File: src/rtl/f36_tx_arbiter_pkg.sv
// Shared FIFO36 word layout and arbiter state encoding for the MAC TX path.
package f36_tx_arbiter_pkg;

    localparam int F36_W  = 36;
    localparam int SOF    = 32;
    localparam int EOF    = 33;
    localparam int OCC_LO = 34;
    localparam int OCC_HI = 35;

    typedef enum logic [1:0] {
        IDLE  = 2'd0,
        PORT0 = 2'd1,
        PORT1 = 2'd2
    } state_t;

endpackage

File: src/rtl/f36_tx_arbiter_rr_pick2.sv
// Combinational 2-way winner selector: round-robin against the last grant,
// or fixed priority to port 0.
module f36_tx_arbiter_rr_pick2
    import f36_tx_arbiter_pkg::*;
#(
    parameter int PRIO_MODE = 0
) (
    input  logic [1:0] cand,
    input  logic       last_grant,
    output logic       any,
    output logic       winner
);

    logic contested_pick;

    assign contested_pick = (PRIO_MODE != 0) ? 1'b0 : ~last_grant;
    assign any            = |cand;
    // A lone candidate always wins; the tie rule applies only when both request.
    assign winner         = (cand == 2'b11) ? contested_pick : cand[1];

endmodule

File: src/rtl/f36_tx_arbiter.sv
// Frame-atomic 2:1 arbiter feeding the MAC wrapper's single FIFO36 TX port,
// with per-port frame counters and an out-of-frame drop counter.
module f36_tx_arbiter
    import f36_tx_arbiter_pkg::*;
#(
    parameter int PRIO_MODE = 0,
    parameter int CNT_W     = 16
) (
    input  logic               clk,
    input  logic               reset,
    input  logic               clear,
    input  logic [F36_W-1:0]   in0_data,
    input  logic               in0_src_rdy,
    output logic               in0_dst_rdy,
    input  logic [F36_W-1:0]   in1_data,
    input  logic               in1_src_rdy,
    output logic               in1_dst_rdy,
    output logic [F36_W-1:0]   out_data,
    output logic               out_src_rdy,
    input  logic               out_dst_rdy,
    input  logic               enable,
    output logic               busy,
    output logic               grant,
    output logic [CNT_W-1:0]   frames0,
    output logic [CNT_W-1:0]   frames1,
    output logic [CNT_W-1:0]   drops
);

    state_t     state, state_nxt;
    logic       grant_nxt;
    logic       rst_any;
    logic [1:0] cand;
    logic       pick_any, pick_win;
    logic       done0, done1;
    logic       drop0, drop1;

    assign rst_any = reset | clear;
    assign cand    = {in1_src_rdy & in1_data[SOF], in0_src_rdy & in0_data[SOF]};
    assign busy    = (state != IDLE);

    f36_tx_arbiter_rr_pick2 #(
        .PRIO_MODE (PRIO_MODE)
    ) u_pick (
        .cand       (cand),
        .last_grant (grant),
        .any        (pick_any),
        .winner     (pick_win)
    );

    // NOTE: every output of this block gets a default first, so no path can
    // leave a value unassigned and infer a latch.
    always_comb begin
        state_nxt   = state;
        grant_nxt   = grant;
        out_data    = in0_data;
        out_src_rdy = 1'b0;
        in0_dst_rdy = 1'b0;
        in1_dst_rdy = 1'b0;
        done0       = 1'b0;
        done1       = 1'b0;
        drop0       = 1'b0;
        drop1       = 1'b0;

        case (state)
            IDLE: begin
                // Words that do not open a frame are swallowed to resynchronise.
                drop0       = in0_src_rdy & ~in0_data[SOF];
                drop1       = in1_src_rdy & ~in1_data[SOF];
                in0_dst_rdy = drop0;
                in1_dst_rdy = drop1;
                if (enable && pick_any) begin
                    state_nxt = pick_win ? PORT1 : PORT0;
                    grant_nxt = pick_win;
                end
            end
            PORT0: begin
                out_data    = in0_data;
                out_src_rdy = in0_src_rdy;
                in0_dst_rdy = out_dst_rdy;
                if (in0_src_rdy && out_dst_rdy && in0_data[EOF]) begin
                    state_nxt = IDLE;
                    done0     = 1'b1;
                end
            end
            PORT1: begin
                out_data    = in1_data;
                out_src_rdy = in1_src_rdy;
                in1_dst_rdy = out_dst_rdy;
                if (in1_src_rdy && out_dst_rdy && in1_data[EOF]) begin
                    state_nxt = IDLE;
                    done1     = 1'b1;
                end
            end
            default: state_nxt = IDLE;
        endcase

        // Nothing is accepted or offered while a reset is being applied.
        if (rst_any) begin
            in0_dst_rdy = 1'b0;
            in1_dst_rdy = 1'b0;
            out_src_rdy = 1'b0;
        end
    end

    // NOTE: state is updated with non-blocking assignments so every register
    // samples the pre-edge values regardless of statement order.
    always_ff @(posedge clk) begin
        if (rst_any) begin
            state   <= IDLE;
            grant   <= 1'b0;
            frames0 <= '0;
            frames1 <= '0;
            drops   <= '0;
        end else begin
            state   <= state_nxt;
            grant   <= grant_nxt;
            if (done0) frames0 <= frames0 + CNT_W'(1);
            if (done1) frames1 <= frames1 + CNT_W'(1);
            drops   <= drops + CNT_W'(drop0) + CNT_W'(drop1);
        end
    end

endmodule
File: config.mk
export PLATFORM = sky130hd
export DESIGN_NAME = f36_tx_arbiter
export DESIGN_NICKNAME = d
export VERILOG_FILES = /design/src/rtl/f36_tx_arbiter_pkg.sv /design/src/rtl/f36_tx_arbiter_rr_pick2.sv /design/src/rtl/f36_tx_arbiter.sv
export SDC_FILE = /design/constraint.sdc
export NUM_CORES = 1
export LEC_CHECK = 0
export CAP_MARGIN = 25
export CELL_PAD_IN_SITES_DETAIL_PLACEMENT = 1
export CELL_PAD_IN_SITES_GLOBAL_PLACEMENT = 1
export CORE_ASPECT_RATIO = 2
export CORE_MARGIN = 2
export CORE_UTILIZATION = 24
export DETAILED_ROUTE_END_ITERATION = 6
export GPL_TIMING_DRIVEN = 0
export PLACE_DENSITY_LB_ADDON = 0.1
export SLEW_MARGIN = 10
export SYNTH_ARGS = -nofsm -noshare
export SYNTH_HDL_FRONTEND = slang
export SYNTH_HIERARCHICAL = 1
export SYNTH_SLANG_ARGS = --single-unit
File: constraint.sdc
create_clock -name clk -period 2.31 [get_ports clk]
set_clock_uncertainty 0.1 [all_clocks]
set_input_delay 0.231 -clock clk [delete_from_list [all_inputs] [get_ports clk]]
set_output_delay 0.231 -clock clk [all_outputs]
set_load 0.05 [all_outputs]
==> run summary, run 1 <==
CP Class -> reg2reg
CTS Buffer Depth -> 2
clock transition at the registers of the reported paths -> 0.07 ns
post-synthesis compound-gate area fraction -> 8.50%
TritonCTS clock tree -> done
post-synthesis mux area share -> 14.7%
ys async rst share -> 0%
Distinct cells, synth -> 40
Fin. Hold Viols -> 0
DR vias/cell -> 4.83
drt initial violations -> 95
CTS Buf Count -> 5
met1 Use GR -> 15.6%
row count -> 56
Worst EP arrival -> 2.44 ns
fin crit share -> 99.6%
Sw Share -> 26.9%
cell-internal power -> 1.65 mW
crit path launch type -> flip-flop
vias -> 3117
all-layer global routing usage -> 17.9%
CP endpoint kind -> flip-flop
Cell Pwr Density -> 443 nW/um^2
syn_nets -> 408
status -> finished clean
Core Area -> 11800 sq um
final instance area -> 5080 sq um
Worst-Skew Late Latency -> 0.30 ns
GPL Wtd Cong -> 0.798
H-Tree Depth -> 2
Ys Warns -> 6
met2 Usage GRT -> 35.9%
shortest period the worst path allows -> 2.30 ns
post-synth top area cell -> dfxtp_1
Initial Utilization -> 24.6%
max-slew violation count -> 0
Mapped Area -> 2900 sq um
final setup violation count -> 0
max capacitance violation total -> 0
post-synth top area share -> 35.2%
peak supply drop -> 0.292 mV
slew margin rel. -> 64.8%
Hold Path Class -> reg2reg
Max FO, Critical Path -> 6
pin slew with the least headroom to its limit -> 0.527 ns
filler cell count -> 1375
pre-CTS setup slack -> -0.777 ns
simple-gate portion of the synthesized area -> 26.3%
largest net degree at the start of global routing -> 20
Yosys reg bits -> 51
WL/cell -> 17.1 um
Post-Synth XOR/XNOR Area -> 9.06%
top_reg_cell synth -> dfxtp_1
Comb pwr share -> 20.9%
area share of fa/ha/maj cells after synthesis -> 3.28%
Core Util, Final -> 43.2%
CTS Root Cell -> clkbuf_16
Post-synth top cells -> 51 x dfxtp_1, 49 x nor2_1, 36 x mux2_2
routing usage on met3 -> 4.54%
dpl cell area -> 4820 sq um
RSZ-0062 raised after global routing -> true
Nets -> 586
Leak -> 1.85 nW
Port Buffer Count -> 167
Psw -> 0.607 mW
First-pass DRT Iterations -> 4
post-DP HPWL -> 9190 um
DRC Markers -> 0
global-route wire length before repair -> 18100 um
CP Data Required Time -> 2.45 ns
Die Span X -> 81.7 um
syn_area_per_cell -> 9.01 sq um
GR peak layer -> met2
initial antenna violation count -> 0
Post-Route WL -> 11000 um
diode count -> 0
FMAX -> 435 MHz
Die H -> 159 um
EDFF count, synth -> 0
global route overflow -> 0
clk sinks -> 51
sequential power share -> 39.2%
count leader, synth -> dfxtp_1
largest family of logic cells by synthesized area -> simple AND/OR/NAND/NOR gates
io pins -> 168
share of the yosys chip area belonging to registers -> 35.2%
Final ANT Viol Nets -> 0
Clock power frac -> 39.9%
vias in the first global route -> 3488
Die ar. -> 13000 sq um
Synth-to-Final Area Change -> 75.3%
top cells by area, synth -> dfxtp_1 35%, mux2_2 14%, nor2_1 6.3%
Final WS setup -> 0.00934 ns
Post-Syn Instances -> 322
layout cells sized above 1 -> 25.7%
## per-stage QoR
step	cells	setup TNS, ns	total power [mW]	hold WS, ns
2_1_floorplan	322	-0.0760	1.14	0.307
3_5_place_dp	634	-19.61	1.39	0.381
5_1_grt	646	-0.262	2.35	0.411
4_1_cts	642	0	2.30	0.390
3_3_place_gp	634	-18.41	1.38	0.366
6_report	646	0	2.25	0.381
## final timing paths
kind	from	endpoint	cells past startpoint	slack, ns
setup reg to reg	state[0]	drops[14]	10	0.009
setup / recovery	state[0]	drops[14]	10	0.009
hold / removal	frames1[15]	frames1[15]	2	0.38
hold reg to reg	frames1[15]	frames1[15]	2	0.38
## flip-flops by register name, summed over array words and instances, names as in the netlist
| signal | flops |
|---|---|
| frames1 | 16 |
| drops | 16 |
| grant | 1 |
| state | 2 |
| frames0 | 16 |
## layer usage
metal | routed length (um) | share of wire, %
met4 | 297 | 2.7
met1 | 3440 | 31
met5 | 0 | 0
met2 | 6620 | 60
met3 | 698 | 6.3
## worst max-delay path, stage by stage (launching register included)
cell and delay, ns:
dfxtp_2 0.33, inv_2 0.08, ha_4 0.17, clkinvlp_4 0.11, nor3b_4 0.24, fa_2 0.30
ha_4 0.17, nand3_4 0.11, nand2b_4 0.18, or3_4 0.33, a21oi_2 0.11
## cell type report
| cell class | count | area (sq um) | area share, % |
|---|---|---|---|
| buffer | 11 | 90.1 | 1.77 |
| inverter | 6 | 28.8 | 0.566 |
| tap | 145 | 181 | 3.57 |
| clock inverter | 2 | 38.8 | 0.763 |
| timing repair buffer | 173 | 1700 | 33.5 |
| clock buffer | 6 | 139 | 2.73 |
| sequential | 51 | 1020 | 20.1 |
| multi-input combinational | 252 | 1880 | 37.0 |
## cell families after synthesis
family / Yosys count
DFF: 51
xor gates and xnor gates: 30
and+or+nand+nor: 141
muxes: 38
buffers and inverters: 19
AOI/OAI and AO/OA: 36
adders and majority gates: 7
## power groups by stage
stage	Clock [mW]	Sequential [mW]	Combinational (mW)
detailed placement	0	0.905	0.485
CTS	0.939	0.884	0.479
floorplan	0	0.911	0.233
global route	0.969	0.885	0.501
finish	0.899	0.884	0.471
global placement	0	0.905	0.478
## cell usage in the layout, fill, tap and decap left out, drive strengths merged, types with 7 or more instances in the layout
cell type,count
clkdlybuf4s50,128
nand3,15
nand4,10
clkbuf,12
a21oi,12
nor2,49
xor2,13
nand2,28
clkdlybuf4s15,29
mux2,36
dfxtp,51
nor3,7
buf,21
xnor2,17
## what timing repair did
item / in CTS / in global routing
endpoints found under the setup margin: 41 / 39
buffers inserted: 2 / 4
pin swaps: 5 / 4
hold buffers: 0 / 0
resized for setup: 132 / 27
Power figures use the tool's default switching activity.
==> run 2: changes to the inputs <==
Settings changed: CORE_MARGIN 2 to default.
==> run 2 against run 1 <==
  * Non-clock buffer count up 3
  * Largest cell class unchanged
  * Count of clock-buffer cells in the layout is the same
  * Sequential power is essentially flat
  * Global-route usage grew 0.42 points
  * Die area down 3.7%
  * First-iteration DRC count is 34% lower
  * Largest power group unchanged
  * Combinational power hardly changed
  * Worst setup slack better by 0.0060 ns
  * Highest routed layer unchanged
  * Via count decreased by 0.13%
  * Register-to-register slack about the same
  * Maximum frequency up 0.26%
==> run summary, run 2 (synthesized netlist as in run 1, its figures left out) <==
DRC Markers -> 0 (unchanged)
Final WS setup -> 0.0153 ns (+0.00600 ns)
shortest period the worst path allows -> 2.29 ns (-0.00600 ns)
Post-Route WL -> 10900 um (-1.1%)
pin slew with the least headroom to its limit -> 0.550 ns (+0.0226 ns)
Initial Utilization -> 24.6% (unchanged)
CP endpoint kind -> flip-flop
vias in the first global route -> 3410 (-2.2%)
Synth-to-Final Area Change -> 76.9%
io pins -> 168 (unchanged)
Nets -> 589 (+0.51%)
biggest regs -> drops x16, frames0 x16, frames1 x16
final setup violation count -> 0 (unchanged)
FMAX -> 436 MHz (+0.26%)
hold path start -> frames1[15]
drt initial violations -> 63 (-34%)
placed cells -> 634 (unchanged)
Fin. Hold Viols -> 0 (unchanged)
clock transition at the registers of the reported paths -> 0.07 ns (about the same)
Post-Layout Cell Count -> 649 (+0.46%)
Leak -> 1.86 nW (+0.75%)
peak supply drop -> 0.288 mV (-1.6%)
Hold Path Class -> reg2reg
initial antenna violation count -> 0 (unchanged)
fin crit share -> 99.3% (-0.26 points)
First-pass DRT Iterations -> 4 (unchanged)
CTS Buf Count -> 5 (unchanged)
GR peak layer -> met2
status -> finished clean
max capacitance violation total -> 0 (unchanged)
dpl cell area -> 4820 sq um (unchanged)
hold slack -> 0.384 ns (+0.00251 ns)
Max FO, Critical Path -> 6 (unchanged)
Core Area -> 11800 sq um (unchanged)
global route overflow -> 0 (unchanged)
Setup crit start -> state[0]
vias -> 3113 (-0.13%)
diode count -> 0 (unchanged)
met1 Use GR -> 16.6% (+1.0 points)
TritonCTS clock tree -> done
Port Buffer Count -> 167 (unchanged)
largest net degree at the start of global routing -> 20 (unchanged)
global-route wire length before repair -> 17600 um (-2.9%)
GPL Wtd Cong -> 0.738 (-7.5%)
Die ar. -> 12600 sq um (-3.7%)
Worst-Skew Late Latency -> 0.30 ns (about the same)
slew margin rel. -> 63.2% (-1.5 points)
CP Class -> reg2reg
routing usage on met3 -> 4.00% (-0.54 points)
clk sinks -> 51 (unchanged)
Worst EP arrival -> 2.43 ns (about the same)
RSZ-0062 raised after global routing -> true
crit path launch type -> flip-flop
met2 Usage GRT -> 37.2% (+1.3 points)
Final ANT Viol Nets -> 0 (unchanged)
H-Tree Depth -> 2 (unchanged)
commonest non-fill, non-tap cells in the layout -> 128 x clkdlybuf4s50_1, 49 x nor2_1, 49 x dfxtp_1, 36 x mux2_2, 32 x clkdlybuf4s15_2
worst r2r src -> state[0]
commonest non-fill, non-tap cell in the layout -> clkdlybuf4s50_1
Cell Pwr Density -> 441 nW/um^2 (-0.58%)
Die H -> 157 um (-1.3%)
max-slew violation count -> 0 (unchanged)
CTS Root Cell -> clkbuf_16
DR vias/cell -> 4.80 (-0.59%)
pre-CTS setup slack -> -0.707 ns (+0.0709 ns)
all-layer global routing usage -> 18.3% (+0.42 points)
WL/cell -> 16.8 um (-1.6%)
row count -> 56 (unchanged)
hold_buf cts -> 0 (unchanged)
final instance area -> 5130 sq um (+0.94%)
Die Span X -> 79.7 um (-2.4%)
post-DP HPWL -> 9010 um (-2.0%)
CP Data Required Time -> 2.44 ns (about the same)
layout cells sized above 1 -> 26.2% (+0.44 points)
CTS Buffer Depth -> 2 (unchanged)
-- run 2: cell type report --
class | instances | area, sq um
flip-flops and latches | 51 | 1020
inverters | 6 | 28.8
well taps | 145 | 181
plain buffers | 11 | 82.6
clock buffers | 6 | 139
multi-input cells | 252 | 1880
fillers | 1384 | 6640
repair buffers | 176 | 1760
clock inverters | 2 | 38.8
-- run 2: final timing paths --
| kind | slack, ns | endpoint | cells past startpoint |
|---|---|---|---|
| max | 0.02 | drops[14] | 10 |
| min | 0.38 | frames1[15] | 2 |
| max reg2reg | 0.02 | drops[14] | 10 |
| min reg2reg | 0.38 | frames1[15] | 2 |
-- run 2: where the power goes --
group / total [mW] / internal, mW / leakage [nW] / switching, mW
sequential: 0.884 / 0.881 / 0.412 / 0.00309
clock: 0.905 / 0.546 / 0.0875 / 0.359
combinational: 0.473 / 0.223 / 1.36 / 0.251
total: 2.26 / 1.65 / 1.86 / 0.612
-- run 2: timing repair --
| action | 4_1_cts | 5_1_grt |
|---|---|---|
| cloned | 0 | 0 |
| pin swaps | 5 | 4 |
| setup buffers | 5 | 4 |
| resized for setup | 132 | 22 |
| endpoints found under the setup margin | 43 | 48 |
-- run 2: critical path, stage by stage (launching register included) --
cell        delay, ns
dfxtp_2          0.34
inv_4            0.07
ha_4             0.15
clkinvlp_4       0.10
nor3b_4          0.25
fa_2             0.30
ha_4             0.17
nand3_4          0.11
nand2b_4         0.18
or3_4            0.34
a21oi_2          0.12
-- run 2: through the flow --
| stage | utilization [%] | total power, mW | setup TNS, ns |
|---|---|---|---|
| finish | 43.6 | 2.26 | 0 |
| global route | 43.6 | 2.34 | -0.393 |
| CTS | 43.5 | 2.29 | -0.0422 |
| floorplan | - | 1.14 | -0.0760 |
| global placement | 40.9 | 1.38 | -18.55 |
| detailed placement | 40.9 | 1.39 | -19.11 |
-- run 2: layer usage --
metal	vias to the layer above	wire (um)
met1	1497	3620
met2	97	6490
met5	-	0
met4	0	271
li1	1503	-
met3	16	536
